## config.mk

```make
export PLATFORM = sky130hd
export DESIGN_NAME = sum_sequencer_flat
export DESIGN_NICKNAME = d
export VERILOG_FILES = /design/src/rtl/sum_pkg.sv /design/src/rtl/sum_sequencer_if.sv /design/src/rtl/rr_arbiter.sv /design/src/rtl/sum_sequencer.sv /design/src/flat_wrapper.sv
export SDC_FILE = /design/constraint.sdc
export NUM_CORES = 1
export LEC_CHECK = 0
export ABC_AREA = 1
export CAP_MARGIN = 20
export CORE_MARGIN = 2
export CORE_UTILIZATION = 45
export DETAILED_ROUTE_END_ITERATION = 16
export PLACE_DENSITY = 0.74
export SYNTH_ARGS = -nofsm -noshare
export SYNTH_HDL_FRONTEND = slang
export SYNTH_SLANG_ARGS = --single-unit
```

## constraint.sdc

```tcl
create_clock -name i_clk -period 1.8 [get_ports i_clk]
set_clock_uncertainty 0.05 [all_clocks]
set_input_delay 0.36 -clock i_clk [delete_from_list [all_inputs] [get_ports i_clk]]
set_output_delay 0.36 -clock i_clk [all_outputs]
set_load 0.01 [all_outputs]
```

## src/rtl/sum_pkg.sv

```systemverilog
// Shared types and constants for the sum sequencer: FSM states, the default
// sum datapath latency and the 2-bit operand/result type.
package sum_pkg;

    typedef enum logic [1:0] {
        IDLE = 2'd0,
        WAIT = 2'd1,
        RESP = 2'd2
    } state_e;

    localparam int SUM_LATENCY_DEF = 3;

    typedef logic [1:0] sum2_t;

    // Width of a requester index; never narrower than one bit.
    function automatic int idx_width(input int n);
        return (n > 1) ? $clog2(n) : 1;
    endfunction

endpackage

```

## src/rtl/sum_sequencer_if.sv

```systemverilog
// Requester/consumer handshake bundle of the sum sequencer.
// slave: the sequencer side; master: requesters and response consumer.
interface sum_sequencer_if import sum_pkg::*; #(
    parameter int N_REQ = 2
);

    localparam int IDX_W = idx_width(N_REQ);

    logic [N_REQ-1:0]   i_req_valid;
    logic [2*N_REQ-1:0] i_req_sw;
    logic [N_REQ-1:0]   o_req_ready;
    logic               o_rsp_valid;
    logic [IDX_W-1:0]   o_rsp_id;
    sum2_t              o_rsp_led;
    logic               i_rsp_ready;

    modport slave (
        input  i_req_valid, i_req_sw, i_rsp_ready,
        output o_req_ready, o_rsp_valid, o_rsp_id, o_rsp_led
    );

    modport master (
        output i_req_valid, i_req_sw, i_rsp_ready,
        input  o_req_ready, o_rsp_valid, o_rsp_id, o_rsp_led
    );

endinterface

```

## src/rtl/rr_arbiter.sv

```systemverilog
// Round-robin arbiter: the search starts at the requester after the last
// granted one; the pointer only moves when the grant is actually taken.
module rr_arbiter #(
    parameter int N_REQ = 2,
    parameter int IDX_W = 1
) (
    input  logic             i_clk,
    input  logic             i_rst,
    input  logic [N_REQ-1:0] i_req,
    input  logic             i_advance,
    output logic [N_REQ-1:0] o_grant,
    output logic [IDX_W-1:0] o_grant_idx
);

    logic [IDX_W-1:0] ptr_q;
    logic [IDX_W-1:0] ptr_d;
    logic [IDX_W-1:0] idx_s;

    // Walk from lowest to highest priority so the highest-priority hit wins.
    always_comb begin
        o_grant_idx = '0;
        idx_s       = '0;
        for (int i = N_REQ - 1; i >= 0; i--) begin
            idx_s       = IDX_W'((int'(ptr_q) + i) % N_REQ);
            o_grant_idx = i_req[idx_s] ? idx_s : o_grant_idx;
        end
        o_grant = (|i_req) ? (N_REQ'(1) << o_grant_idx) : '0;
    end

    // Next pointer: one past the granted requester, wrapping to zero.
    always_comb begin
        ptr_d = ptr_q;
        if (i_advance) begin
            ptr_d = (o_grant_idx == IDX_W'(N_REQ - 1)) ? '0 : o_grant_idx + IDX_W'(1);
        end else begin
            ptr_d = ptr_q;
        end
    end

    // Pointer register; reset gives requester 0 top priority.
    always_ff @(posedge i_clk) begin
        if (i_rst) begin
            ptr_q <= '0;
        end else begin
            ptr_q <= ptr_d;
        end
    end

endmodule

```

## src/rtl/sum_sequencer.sv

```systemverilog
// Sum sequencer: arbitrates N_REQ requesters onto one external sum datapath,
// waits out its latency, then holds the result until the consumer takes it.
module sum_sequencer import sum_pkg::*; #(
    parameter int N_REQ       = 2,
    parameter int SUM_LATENCY = SUM_LATENCY_DEF
) (
    input  logic           i_clk,
    input  logic           i_rst,
    sum_sequencer_if.slave bus,
    output sum2_t          o_sum_sw,
    input  sum2_t          i_sum_led,
    output logic           o_busy,
    output logic [7:0]     o_done_cnt
);

    localparam int IDX_W = idx_width(N_REQ);
    localparam int CNT_W = $clog2(SUM_LATENCY + 1) + 1;

    state_e           state_q, state_d;
    sum2_t            sum_sw_q, sum_sw_d;
    sum2_t            rsp_led_q, rsp_led_d;
    logic [IDX_W-1:0] rsp_id_q, rsp_id_d;
    logic             rsp_valid_q, rsp_valid_d;
    logic             busy_q, busy_d;
    logic [7:0]       done_cnt_q, done_cnt_d;
    logic [CNT_W-1:0] cnt_q, cnt_d;

    logic [N_REQ-1:0] grant_s;
    logic [IDX_W-1:0] grant_idx_s;
    logic             accept_en_s;
    logic             handshake_s;
    sum2_t            operand_s;

    rr_arbiter #(
        .N_REQ (N_REQ),
        .IDX_W (IDX_W)
    ) u_arb (
        .i_clk       (i_clk),
        .i_rst       (i_rst),
        .i_req       (bus.i_req_valid),
        .i_advance   (handshake_s),
        .o_grant     (grant_s),
        .o_grant_idx (grant_idx_s)
    );

    // Ready is only offered in IDLE and never while reset is applied.
    always_comb begin
        accept_en_s     = (state_q == IDLE) && !i_rst;
        bus.o_req_ready = accept_en_s ? grant_s : '0;
        handshake_s     = accept_en_s && (|grant_s);
        operand_s       = sum2_t'(bus.i_req_sw >> {grant_idx_s, 1'b0});
    end

    // Next-state and datapath register updates.
    always_comb begin
        state_d    = state_q;
        sum_sw_d   = sum_sw_q;
        rsp_led_d  = rsp_led_q;
        rsp_id_d   = rsp_id_q;
        done_cnt_d = done_cnt_q;
        cnt_d      = cnt_q;
        case (state_q)
            IDLE: begin
                if (handshake_s) begin
                    sum_sw_d = operand_s;
                    rsp_id_d = grant_idx_s;
                    cnt_d    = CNT_W'(SUM_LATENCY);
                    state_d  = WAIT;
                end else begin
                    state_d  = IDLE;
                end
            end
            WAIT: begin
                // Counter runs SUM_LATENCY..0, giving SUM_LATENCY+1 WAIT cycles.
                if (cnt_q == '0) begin
                    rsp_led_d = i_sum_led;
                    state_d   = RESP;
                end else begin
                    cnt_d     = cnt_q - CNT_W'(1);
                end
            end
            RESP: begin
                if (bus.i_rsp_ready) begin
                    done_cnt_d = done_cnt_q + 8'd1;
                    state_d    = IDLE;
                end else begin
                    state_d    = RESP;
                end
            end
            default: begin
                state_d = IDLE;
            end
        endcase
        rsp_valid_d = (state_d == RESP);
        busy_d      = (state_d != IDLE);
    end

    // State and output registers with synchronous reset.
    always_ff @(posedge i_clk) begin
        if (i_rst) begin
            state_q     <= IDLE;
            sum_sw_q    <= 2'd0;
            rsp_led_q   <= 2'd0;
            rsp_id_q    <= '0;
            rsp_valid_q <= 1'b0;
            busy_q      <= 1'b0;
            done_cnt_q  <= 8'd0;
            cnt_q       <= '0;
        end else begin
            state_q     <= state_d;
            sum_sw_q    <= sum_sw_d;
            rsp_led_q   <= rsp_led_d;
            rsp_id_q    <= rsp_id_d;
            rsp_valid_q <= rsp_valid_d;
            busy_q      <= busy_d;
            done_cnt_q  <= done_cnt_d;
            cnt_q       <= cnt_d;
        end
    end

    assign o_sum_sw        = sum_sw_q;
    assign o_busy          = busy_q;
    assign o_done_cnt      = done_cnt_q;
    assign bus.o_rsp_valid = rsp_valid_q;
    assign bus.o_rsp_id    = rsp_id_q;
    assign bus.o_rsp_led   = rsp_led_q;

endmodule

```

## src/flat_wrapper.sv

```systemverilog
// flat-port wrapper written by rule: the top's interface ports become plain ports
module sum_sequencer_flat import sum_pkg::*;
#(
    parameter int N_REQ       = 2,
    parameter int SUM_LATENCY = SUM_LATENCY_DEF
)
  (i_clk, i_rst, o_sum_sw, i_sum_led, o_busy, o_done_cnt, bus_i_req_valid, bus_i_req_sw, bus_i_rsp_ready, bus_o_req_ready, bus_o_rsp_valid, bus_o_rsp_id, bus_o_rsp_led);
  sum_sequencer_if #(.N_REQ(N_REQ)) bus_i ();
  input  logic i_clk;
  input  logic i_rst;
  output sum2_t o_sum_sw;
  input  sum2_t i_sum_led;
  output logic o_busy;
  output logic [7:0] o_done_cnt;
  input wire logic [$bits(bus_i.i_req_valid)-1:0] bus_i_req_valid;
  input wire logic [$bits(bus_i.i_req_sw)-1:0] bus_i_req_sw;
  input wire logic [$bits(bus_i.i_rsp_ready)-1:0] bus_i_rsp_ready;
  output wire logic [$bits(bus_i.o_req_ready)-1:0] bus_o_req_ready;
  output wire logic [$bits(bus_i.o_rsp_valid)-1:0] bus_o_rsp_valid;
  output wire logic [$bits(bus_i.o_rsp_id)-1:0] bus_o_rsp_id;
  output wire logic [$bits(bus_i.o_rsp_led)-1:0] bus_o_rsp_led;
  assign bus_i.i_req_valid = bus_i_req_valid;
  assign bus_i.i_req_sw = bus_i_req_sw;
  assign bus_i.i_rsp_ready = bus_i_rsp_ready;
  assign bus_o_req_ready = bus_i.o_req_ready;
  assign bus_o_rsp_valid = bus_i.o_rsp_valid;
  assign bus_o_rsp_id = bus_i.o_rsp_id;
  assign bus_o_rsp_led = bus_i.o_rsp_led;
  sum_sequencer #(.N_REQ(N_REQ), .SUM_LATENCY(SUM_LATENCY)) u_core (.i_clk(i_clk), .i_rst(i_rst), .bus(bus_i), .o_sum_sw(o_sum_sw), .i_sum_led(i_sum_led), .o_busy(o_busy), .o_done_cnt(o_done_cnt));
endmodule
```

==> reports/qor.yml <==
min_path:
  hp-start: "u_core.o_sum_sw[0]$_SDFFE_PP0P_"
  hold_depth: 2
  hold_end: "u_core.o_sum_sw[0]$_SDFFE_PP0P_"
  hold_path.class: "reg2reg"
global_routing:
  top_usage_layer: "met2"
  track_usage: 0.171
  antenna_found_initial: 0
  first_global_vias: 890
  gr-usage-met3: 0.0357
  overflow: 0
  grt_util_met2: 0.331
  grt_pass1_wl_mm: 3.37
  grt_max_degree: 12
  met1_usage: 0.180
routing:
  wirelength_mm: 1.90
  first_pass_iters: 4
  via_per_inst: 4.71
  dr.first_iter.drc_count: 23
  antenna_left: 0
  drc_errors: 0
  vias: 909
  avgRoutedWirePerCell_um: 9.84
worst_setup_path:
  cpPeakStageDelay_ps: 450
  endpoint_kind: "output port"
  crit_buf_inv: 3
  rrSetupSlack_ps: 500
  critPathArrivalTime_ps: 1300
  cp_max_fo: 3
  required_ps: 1390
  crit_path_top_delay_cell: "clkdlybuf4s50_1"
  worstPathCellList: "clkdlybuf4s50_1, inv_1, nand2_1, nand3_2, nor2_1, buf_2"
  critical_path.top_delay_family: "buffers and inverters"
  worstReg2RegEnd: "u_core.cnt_q[1]$_SDFFE_PP0P_"
  critical_path_class: "in2out"
  cp-start-kind: "primary input"
  reg2reg_depth: 6
  r2r-start: "u_core.state_q[1]$_SDFF_PP0_"
clock_tree:
  cts-root-buf: "clkbuf_4"
  clockBufferDepth: 2
  cts_buffers: 3
  worstSkewPairLatency_ps: 310
  path_clk_slew_ps: 110
  cts_tree: "built"
  cts_htree_levels: 1
  cts_setup_buffers: 0
  cts_sinks: 21
logic_synthesis:
  synth.top_cells.by_area: "dfxtp_1 43%, inv_1 8.9%, nand2_1 8.9%"
  synth_area_um2: 970
  synth_cells: 132
  yosysWarnings: 0
  synth_top_area_share: 0.434
  synth_common_cells: "23 x inv_1, 23 x nand2_1, 22 x nor2_1"
  yosys.area.top_type: "dfxtp_1"
  synth.distinct_cells: 23
  ys.flop_type: "dfxtp_1"
  syn_nets: 146
  synth_area_per_cell_um2: 7.35
  synth_edf_count: 0
  seq_area_frac_synth: 0.434
  synth-seq-cells: 21
  ys_async_sr_fraction: 0
power_and_ir_drop:
  p_leak_uw: 0.000581
  vdd_drop_max_mv: 0.488
  power_density_nw_per_um2: 707
timing:
  finalCritPeriodShare: 0.948
  rsz0062_at_grt: "no"
  tightest_slew_ps: 249
  setup_viol: 0
  fin_hold_ws_ps: 423
  drv_slew: 0
  relSlewSlack: 0.834
  fin_ws_ps: 93.0
  fin_crit_ps: 1710
  final_hold_viol_count: 0
  fmax_mhz: 586
final_layout:
  drive_above_1_share: 0.120
  diodes: 0
  nFillCells: 202
  final_nets: 181
  area_growth_pct: 36.0
die:
  start_util: 0.484
  dieArea_um2: 2540
  die_w_um: 50.4
  die_h_um: 50.4
  core_area_um2: 2000
  num_rows: 16
  ios: 28
placement:
  gp_congestion: 0.809
  dp_hpwl_mm: 1.53
  port_buffers: 27
  post-place-ws_ps: -309
run:
  maxCapViolCount: 0
outcome:
  outcome: "finished clean"
==> report_power, final <==
group / total [µW] / internal, µW / leakage, µW / switching, µW
Combinational: 190 / 94.1 / 0.000394 / 96.3
Clock: 229 / 86.5 / 0.0000150 / 142
Sequential: 513 / 495 / 0.000172 / 18.5
==> layout make-up <==
type / count / area, µm² / share of cell area
clock buffer: 4 / 26.3 / 0.0199
inverter: 24 / 90.1 / 0.0683
multi-input combinational: 85 / 449 / 0.341
sequential: 21 / 422 / 0.320
tap: 27 / 33.8 / 0.0256
timing repair buffer: 32 / 298 / 0.226
==> cell families after synthesis <==
family | count (synthesis) | share of synthesized area
flip-flops | 21 | 0.434
adder cells (fa/ha/maj) | 3 | 0.0387
XOR/XNOR | 1 | 0.00903
buffers and inverters | 26 | 0.103
AND/OR/NAND/NOR | 59 | 0.288
AO/OA/AOI/OAI | 22 | 0.128
==> cell usage in the layout, fill, tap and decap left out <==
master           instances
nor3_1                   1
o21a_1                   1
a21oi_1                  9
inv_2                    1
o21ai_1                  1
inv_1                   23
nand3_4                  1
buf_4                    5
nand2_1                 23
nor2_1                  22
o21bai_2                 1
o21bai_1                 1
nand2_2                  2
nand3_2                  1
dfxtp_1                 20
clkdlybuf4s50_1         25
nor2_4                   1
nor2_2                   1
ha_1                     3
buf_2                    2
nand4_1                  1
nor3_4                   1
o21ai_0                  8
o211ai_1                 1
dfxtp_2                  1
clkbuf_1                 1
clkbuf_4                 3
xor2_1                   1
nand3_1                  5
==> metrics by stage <==
step	total power [µW]	TNS (ps)	instances	instance area [µm²]	utilization
floorplan	622	0	132	970	-
global placement	709	-533	189	1300	0.650
detailed placement	717	-594	189	1300	0.650
CTS	944	0	193	1330	0.662
global route	986	0	193	1320	0.659
finish	932	0	193	1320	0.659
==> registers in the layout (all words and copies together) (netlist names) <==
register	count
u_core.u_arb.ptr_q	1
u_core.bus.o_rsp_led	2
u_core.o_done_cnt	8
u_core.state_q	2
u_core.cnt_q	3
u_core.o_sum_sw	2
u_core.bus.o_rsp_valid	1
u_core.bus.o_rsp_id	1
u_core.o_busy	1
==> per-layer routing <==
metal	vias to the layer above	share of wire	wire length, µm
met3	2	0.039	74
met2	22	0.52	985
met5	-	0	0
met4	0	0.014	27
li1	479	-	-
met1	406	0.43	812
==> timing repair <==
| action | in CTS | in global routing |
|---|---|---|
| setup endpoints to repair | 3 | 1 |
| gates resized for setup | 9 | 1 |
| hold buffers | 0 | 0 |
| pin swaps | 0 | 1 |
==> how the worst max path moves through the flow <==
| stage | cells past startpoint | end | slack [ps] | from |
|---|---|---|---|---|
| finish | 6 | bus_o_req_ready[0] | 90 | bus_i_req_valid[0] |
| global route | 6 | bus_o_req_ready[1] | 10 | bus_i_req_valid[1] |
| CTS | 6 | bus_o_req_ready[0] | 10 | bus_i_req_valid[0] |
| detailed placement | 6 | bus_o_req_ready[1] | -310 | bus_i_req_valid[0] |
| global placement | 6 | bus_o_req_ready[1] | -270 | bus_i_req_valid[1] |
| floorplan | 3 | bus_o_req_ready[0] | 590 | u_core.state_q[1]$_SDFF_PP0_ |
==> worst register-to-register path: stages, from the launching register on <==
cell     delay [ps]
dfxtp_1         370
nor2_2          160
nand3_2         110
buf_4           170
nand2_2         100
o21ai_0         100
a21oi_1         170
(Power assumes the default switching activity.)
==> variant 1: new RTL, config.mk and constraints unchanged <==
`N_REQ` is set to 2 in 4 places; all go to 1.
--- a/src/rtl/sum_sequencer_if.sv
+++ b/src/rtl/sum_sequencer_if.sv
@@ -3,3 +3,3 @@
 interface sum_sequencer_if import sum_pkg::*; #(
-    parameter int N_REQ = 2
+    parameter int N_REQ = 1
 );
--- a/src/rtl/rr_arbiter.sv
+++ b/src/rtl/rr_arbiter.sv
@@ -3,3 +3,3 @@
 module rr_arbiter #(
-    parameter int N_REQ = 2,
+    parameter int N_REQ = 1,
     parameter int IDX_W = 1
--- a/src/rtl/sum_sequencer.sv
+++ b/src/rtl/sum_sequencer.sv
@@ -3,3 +3,3 @@
 module sum_sequencer import sum_pkg::*; #(
-    parameter int N_REQ       = 2,
+    parameter int N_REQ       = 1,
     parameter int SUM_LATENCY = SUM_LATENCY_DEF
--- a/src/flat_wrapper.sv
+++ b/src/flat_wrapper.sv
@@ -3,3 +3,3 @@
 #(
-    parameter int N_REQ       = 2,
+    parameter int N_REQ       = 1,
     parameter int SUM_LATENCY = SUM_LATENCY_DEF
Interface: changed (resized bus_i_req_sw, bus_i_req_valid and bus_o_req_ready); port bits go from 28 to 24. The function was not compared with the original's and may differ.
==> variant 1 against the original RTL <==
Non-clock buffer count decreased by 6; fmax decreased by 1.5%; cell count decreased by 15%; largest cell class unchanged; register-to-register slack about the same; worst setup slack got worse by 26 ps; design area decreased by 13%; area after synthesis decreased by 11%; sequential cell count decreased by 2; highest routed layer unchanged; routed wire length decreased by 13%; total power decreased by 15%; clock power decreased by 7%; via count decreased by 16%; global-route usage increased by 0.19 points.
==> variant 1: results (changes against the original RTL) <==
Parameter                              Value

Worst hold path
  Origin of the worst min-delay path    u_core.o_sum_sw[0]
  Number of cells traversed by the worst hold path    2 (unchanged)
  Worst hold path endpoint    u_core.o_sum_sw[0]
  Hold Crit Class    reg2reg

Yosys
  Yosys warns    0 (unchanged)
  Net Count, Synth    124 (-15%)
  Cell types occupying the most area after synthesis    sky130_fd_sc_hd__dfxtp_1 (44%), sky130_fd_sc_hd__nand2_1 (8.7%), sky130_fd_sc_hd__nor2_1 (7.8%)
  Count of unique library cells instantiated by Yosys    22 (-4.3%)
  Asr flop ratio synth    0% (unchanged)
  Fraction of the yosys area taken by sequential cells    44.2% (+0.83 points)
  List of most frequent post-synthesis cells    sky130_fd_sc_hd__nand2_1 (20), sky130_fd_sc_hd__dfxtp_1 (19), sky130_fd_sc_hd__nor2_1 (18)
  Top FF cell, synth    sky130_fd_sc_hd__dfxtp_1

Global routing
  Global-route wire length before repair    2.72 mm (-19%)
  Pin count of the biggest net entering global routing    12 (unchanged)
  Vias in the first global route    659 (-26%)
  Antenna violations before repair    0 (unchanged)
  Global router's overall resource usage    17.2% (+0.19 points)

Final layout
  Share of post-route cells with drive strength above 1    11.4% (-0.62 points)
  Fillcell total    158 (-22%)
  Number of antenna diodes    0 (unchanged)
  Max FFs per register    8 (unchanged)
  Net count of the finished layout    152 (-16%)

Clock network
  Root Buffer    sky130_fd_sc_hd__clkbuf_4
  # H-tree levels    1 (unchanged)
  CTS max path bufs    2 (unchanged)
  Insertion delay of the later-clocked pin in the worst-skew pair    300 ps
  Clock slew seen by the registers of the worst setup and hold paths    110 ps (about the same)
  Cts bufs inserted    3 (unchanged)
  Setup Buffers After CTS    0 (unchanged)

Worst setup path
  Cell count of the worst reg-to-reg path    6 (unchanged)
  Critical register-to-register path endpoint    u_core.o_busy
  Launching point of the worst reg2reg path    u_core.cnt_q[0]
  Worst endpoint data arrival time    1320 ps (+20 ps)
  Worst setup slack for register-to-register paths    500 ps (about the same)
  Critical-path maximum fanout    3 (unchanged)

Power
  Worst vdd ir    392 uV (-20%)
  Leakage    0.493 nW (-15%)

Detailed routing
  Detailed Route Iter0 Violations    12 (-48%)
  Overall routed net length    1.65 mm (-13%)
  Vias after detailed routing    768 (-16%)
  Antenna Nets Post-Route    0 (unchanged)
  DR pass1 iterations    4 (unchanged)

STA
  Final Hold Slack    426 ps (+3.34 ps)
  Final critical path time including I/O delays and setup    1730 ps (+25.6 ps)
  Setup-violating endpoint count in the final report    0 (unchanged)

Place
  Setup slack after placement    -200 ps (+110 ps)
  HPWL after detailed placement    1.28 mm (-17%)
  Gpl congestion    0.701 (-13%)
  IO Port Bufs    22 (-19%)

Status
  Result of the run    complete, no violations
-- variant 1: cell type report --
class | instances | area share, %
clock buffer | 3 | 1.96
clock inverter | 1 | 0.435
inverter | 16 | 5.22
multi-input combinational | 75 | 35.0
sequential | 19 | 33.0
tap | 25 | 2.72
timing repair buffer | 26 | 21.6
-- variant 1: timing repair --
item                                    4_1_cts  5_1_grt
endpoints found under the setup margin        1        0
resized for setup                             1        0
hold buffers                                  0        0
-- variant 1: critical path: stages --
cell	delay, ps
sky130_fd_sc_hd__clkdlybuf4s50_1	420
sky130_fd_sc_hd__inv_1	90
sky130_fd_sc_hd__nand3_2	90
sky130_fd_sc_hd__inv_1	90
sky130_fd_sc_hd__dlygate4sd2_1	270
-- variant 1: power by group --
part           leakage [nW]  total (mW)  internal [mW]  switching (mW)
registers             0.154       0.450          0.440         0.00968
clock network        0.0177       0.214         0.0827           0.131
logic                 0.321       0.131         0.0647          0.0664
-- variant 1: cell families after synthesis --
group           count (synthesis)  share of synthesized area, %
other cells                     1                         0.436
buf+inv                        19                          9.01
fa+ha+maj                       3                          4.36
simple gates                   52                          29.8
compound gates                 18                          11.2
flops                          19                          44.2
xor+xnor                        1                          1.02
-- variant 1: routing by layer --
layer | vias to the layer above | share of wire, % | GRT usage [%]
met2 | 17 | 45 | 24.5
li1 | 413 | - | -
met3 | 4 | 4.3 | 4.15
met1 | 334 | 49 | 23.7
met5 | - | 0 | 0
met4 | 0 | 2.0 | 9.73
-- variant 1: worst max-delay path by stage --
| stage | from | end | depth (start not counted) |
|---|---|---|---|
| floorplan | i_rst | bus_o_req_ready | 4 |
| global placement | i_rst | bus_o_req_ready | 5 |
| detailed placement | i_rst | bus_o_req_ready | 5 |
| CTS | i_rst | bus_o_req_ready | 5 |
| global route | i_rst | bus_o_req_ready | 5 |
| finish | i_rst | bus_o_req_ready | 5 |
-- variant 1: per-stage QoR --
step,instance area [um2],utilization (%),TNS (ps),std cells
2_1_floorplan,861,-,0,113
3_3_place_gp,1120,63.8,-180,161
3_5_place_dp,1120,63.8,-200,161
4_1_cts,1150,65.2,0,165
5_1_grt,1150,65.2,0,165
6_report,1150,65.2,0,165
==> variant 2: new RTL, same flow settings <==
Made on the original files. Encoding of `state_e`: now one-hot (3 bits for 3 states).
--- a/src/rtl/sum_pkg.sv
+++ b/src/rtl/sum_pkg.sv
@@ -4,6 +4,6 @@
 
-    typedef enum logic [1:0] {
-        IDLE = 2'd0,
-        WAIT = 2'd1,
-        RESP = 2'd2
+    typedef enum logic [2:0] {
+        IDLE = 3'b001,
+        WAIT = 3'b010,
+        RESP = 3'b100
     } state_e;
Behaviour: same outputs for any inputs over 10 cycles, from zero or initial values and one cycle with i_rst high; not proved beyond that.
==> variant 2 against the original RTL <==
Non-clock buffer count increased by 4; core utilization decreased by 0.89 points; die area increased by 8.1%; global-route usage increased by 1.7 points; total power increased by 6.9%; sequential cell count increased by 1; design area increased by 9.0%; worst setup slack got worse by 36 ps; area after synthesis increased by 8.8%; routed wire length increased by 21%; first-iteration DRC count decreased by 57%; critical path type unchanged; highest routed layer unchanged.
==> variant 2: results (changes against the original RTL) <==
Parameter                              Value

Status
  Result of the run    complete, no violations

STA
  Final Hold Slack    441 ps (+18.2 ps)
  Tightest Pin Transition    339 ps (+90.2 ps)

Worst setup path
  Worst setup slack for register-to-register paths    470 ps (-30 ps)
  Worst endpoint data arrival time    1330 ps (+30 ps)
  Critical-path maximum fanout    2 (-1)
  Critical register-to-register path endpoint    u_core.cnt_q[0]

Global routing
  Global router's overall resource usage    18.8% (+1.7 points)
  Vias in the first global route    902 (+1.3%)
  Pin count of the biggest net entering global routing    14 (+2)
  Global-route wire length before repair    3.82 mm (+14%)

Detailed routing
  Average wire per cell in the routed design    10.6 um (+8.0%)
  Detailed Route Iter0 Violations    10 (-57%)

Place
  Gpl congestion    0.760 (-6.1%)
  HPWL after detailed placement    1.72 mm (+12%)
  Number of cells after detailed placement    211 (+12%)

Yosys
  Cell types occupying the most area after synthesis    sky130_fd_sc_hd__dfxtp_1 (42%), sky130_fd_sc_hd__nand2_1 (13%), sky130_fd_sc_hd__inv_1 (7.8%)
  Count of unique library cells instantiated by Yosys    22 (-4.3%)
  Number of cells produced by synthesis    152 (+15%)
  List of most frequent post-synthesis cells    sky130_fd_sc_hd__nand2_1 (36), sky130_fd_sc_hd__dfxtp_1 (22), sky130_fd_sc_hd__inv_1 (22)
  Net Count, Synth    166 (+14%)

Power
  Worst vdd ir    536 uV (+9.7%)
  Leakage    0.630 nW (+8.3%)

Final layout
  Net count of the finished layout    204 (+13%)
  Share of post-route cells with drive strength above 1    11.1% (-0.94 points)
  Fillcell total    215 (+6.4%)

Worst hold path
  Origin of the worst min-delay path    u_core.cnt_q[1]
  Worst hold path endpoint    u_core.cnt_q[1]
variant 2: cell count changes after synthesis, sizes merged, moves of 2 or more:
cell    change
nand2      +11
o21bai      -2
nand4       +3
a21oi       +5
clkbuf      +2
nor2        -2
nand3       +4
variant 2: how the worst max path moves through the flow:
stage                               to  slack (ps)  cells past startpoint
global placement    bus_o_req_ready[0]        -320                      6
global route        bus_o_req_ready[0]           5                      6
CTS                 bus_o_req_ready[0]          20                      6
detailed placement  bus_o_req_ready[0]        -380                      6
floorplan           bus_o_req_ready[1]         400                      6
finish              bus_o_req_ready[0]          60                      5
variant 2: area by class of cell:
type / count / share of cell area [%]
clock buffers: 4 / 2.52
inverters: 23 / 6.01
well taps: 28 / 2.44
multi-input cells: 104 / 35.4
repair buffers: 36 / 23.0
flip-flops and latches: 22 / 30.6
variant 2: cell families after synthesis:
logic type               after synthesis  share of synthesized area, %
XOR/XNOR                               1                         0.831
AO/OA/AOI/OAI                         24                          11.6
flip-flops                            22                          41.8
AND/OR/NAND/NOR                       76                          31.9
adder cells (fa/ha/maj)                3                          3.56
buffers and inverters                 26                          10.3
variant 2: where the power goes:
group | internal, mW | switching, mW | leakage [nW]
Combinational | 0.0993 | 0.104 | 0.430
Clock | 0.123 | 0.142 | 0.0210
Sequential | 0.514 | 0.0142 | 0.179
variant 2: stage by stage:
stage,cell area [um2],setup TNS (ps)
final,1440,0
after global routing,1440,0
after CTS,1440,0
after detailed placement,1390,-728
after global placement,1390,-607
after floorplan,1050,0
variant 2: what timing repair did:
item	CTS	global route
setup buffers	2	0
setup endpoints to repair	2	2
hold endpoints to repair	0	0
pin swaps	3	3
gates resized for setup	9	1
variant 2: per-layer routing:
layer  global-route usage, %  part of all wire (%)
met3                    4.00                   5.2
met1                    22.8                    48
met2                    31.9                    45
met4                    7.69                   1.6
met5                       0                     0
variant 2: worst max-delay path: stages:
cell                              delay (ps)
sky130_fd_sc_hd__clkdlybuf4s50_1         430
sky130_fd_sc_hd__or2_1                   250
sky130_fd_sc_hd__nand4_1                 120
sky130_fd_sc_hd__inv_1                    50
sky130_fd_sc_hd__buf_2                   130
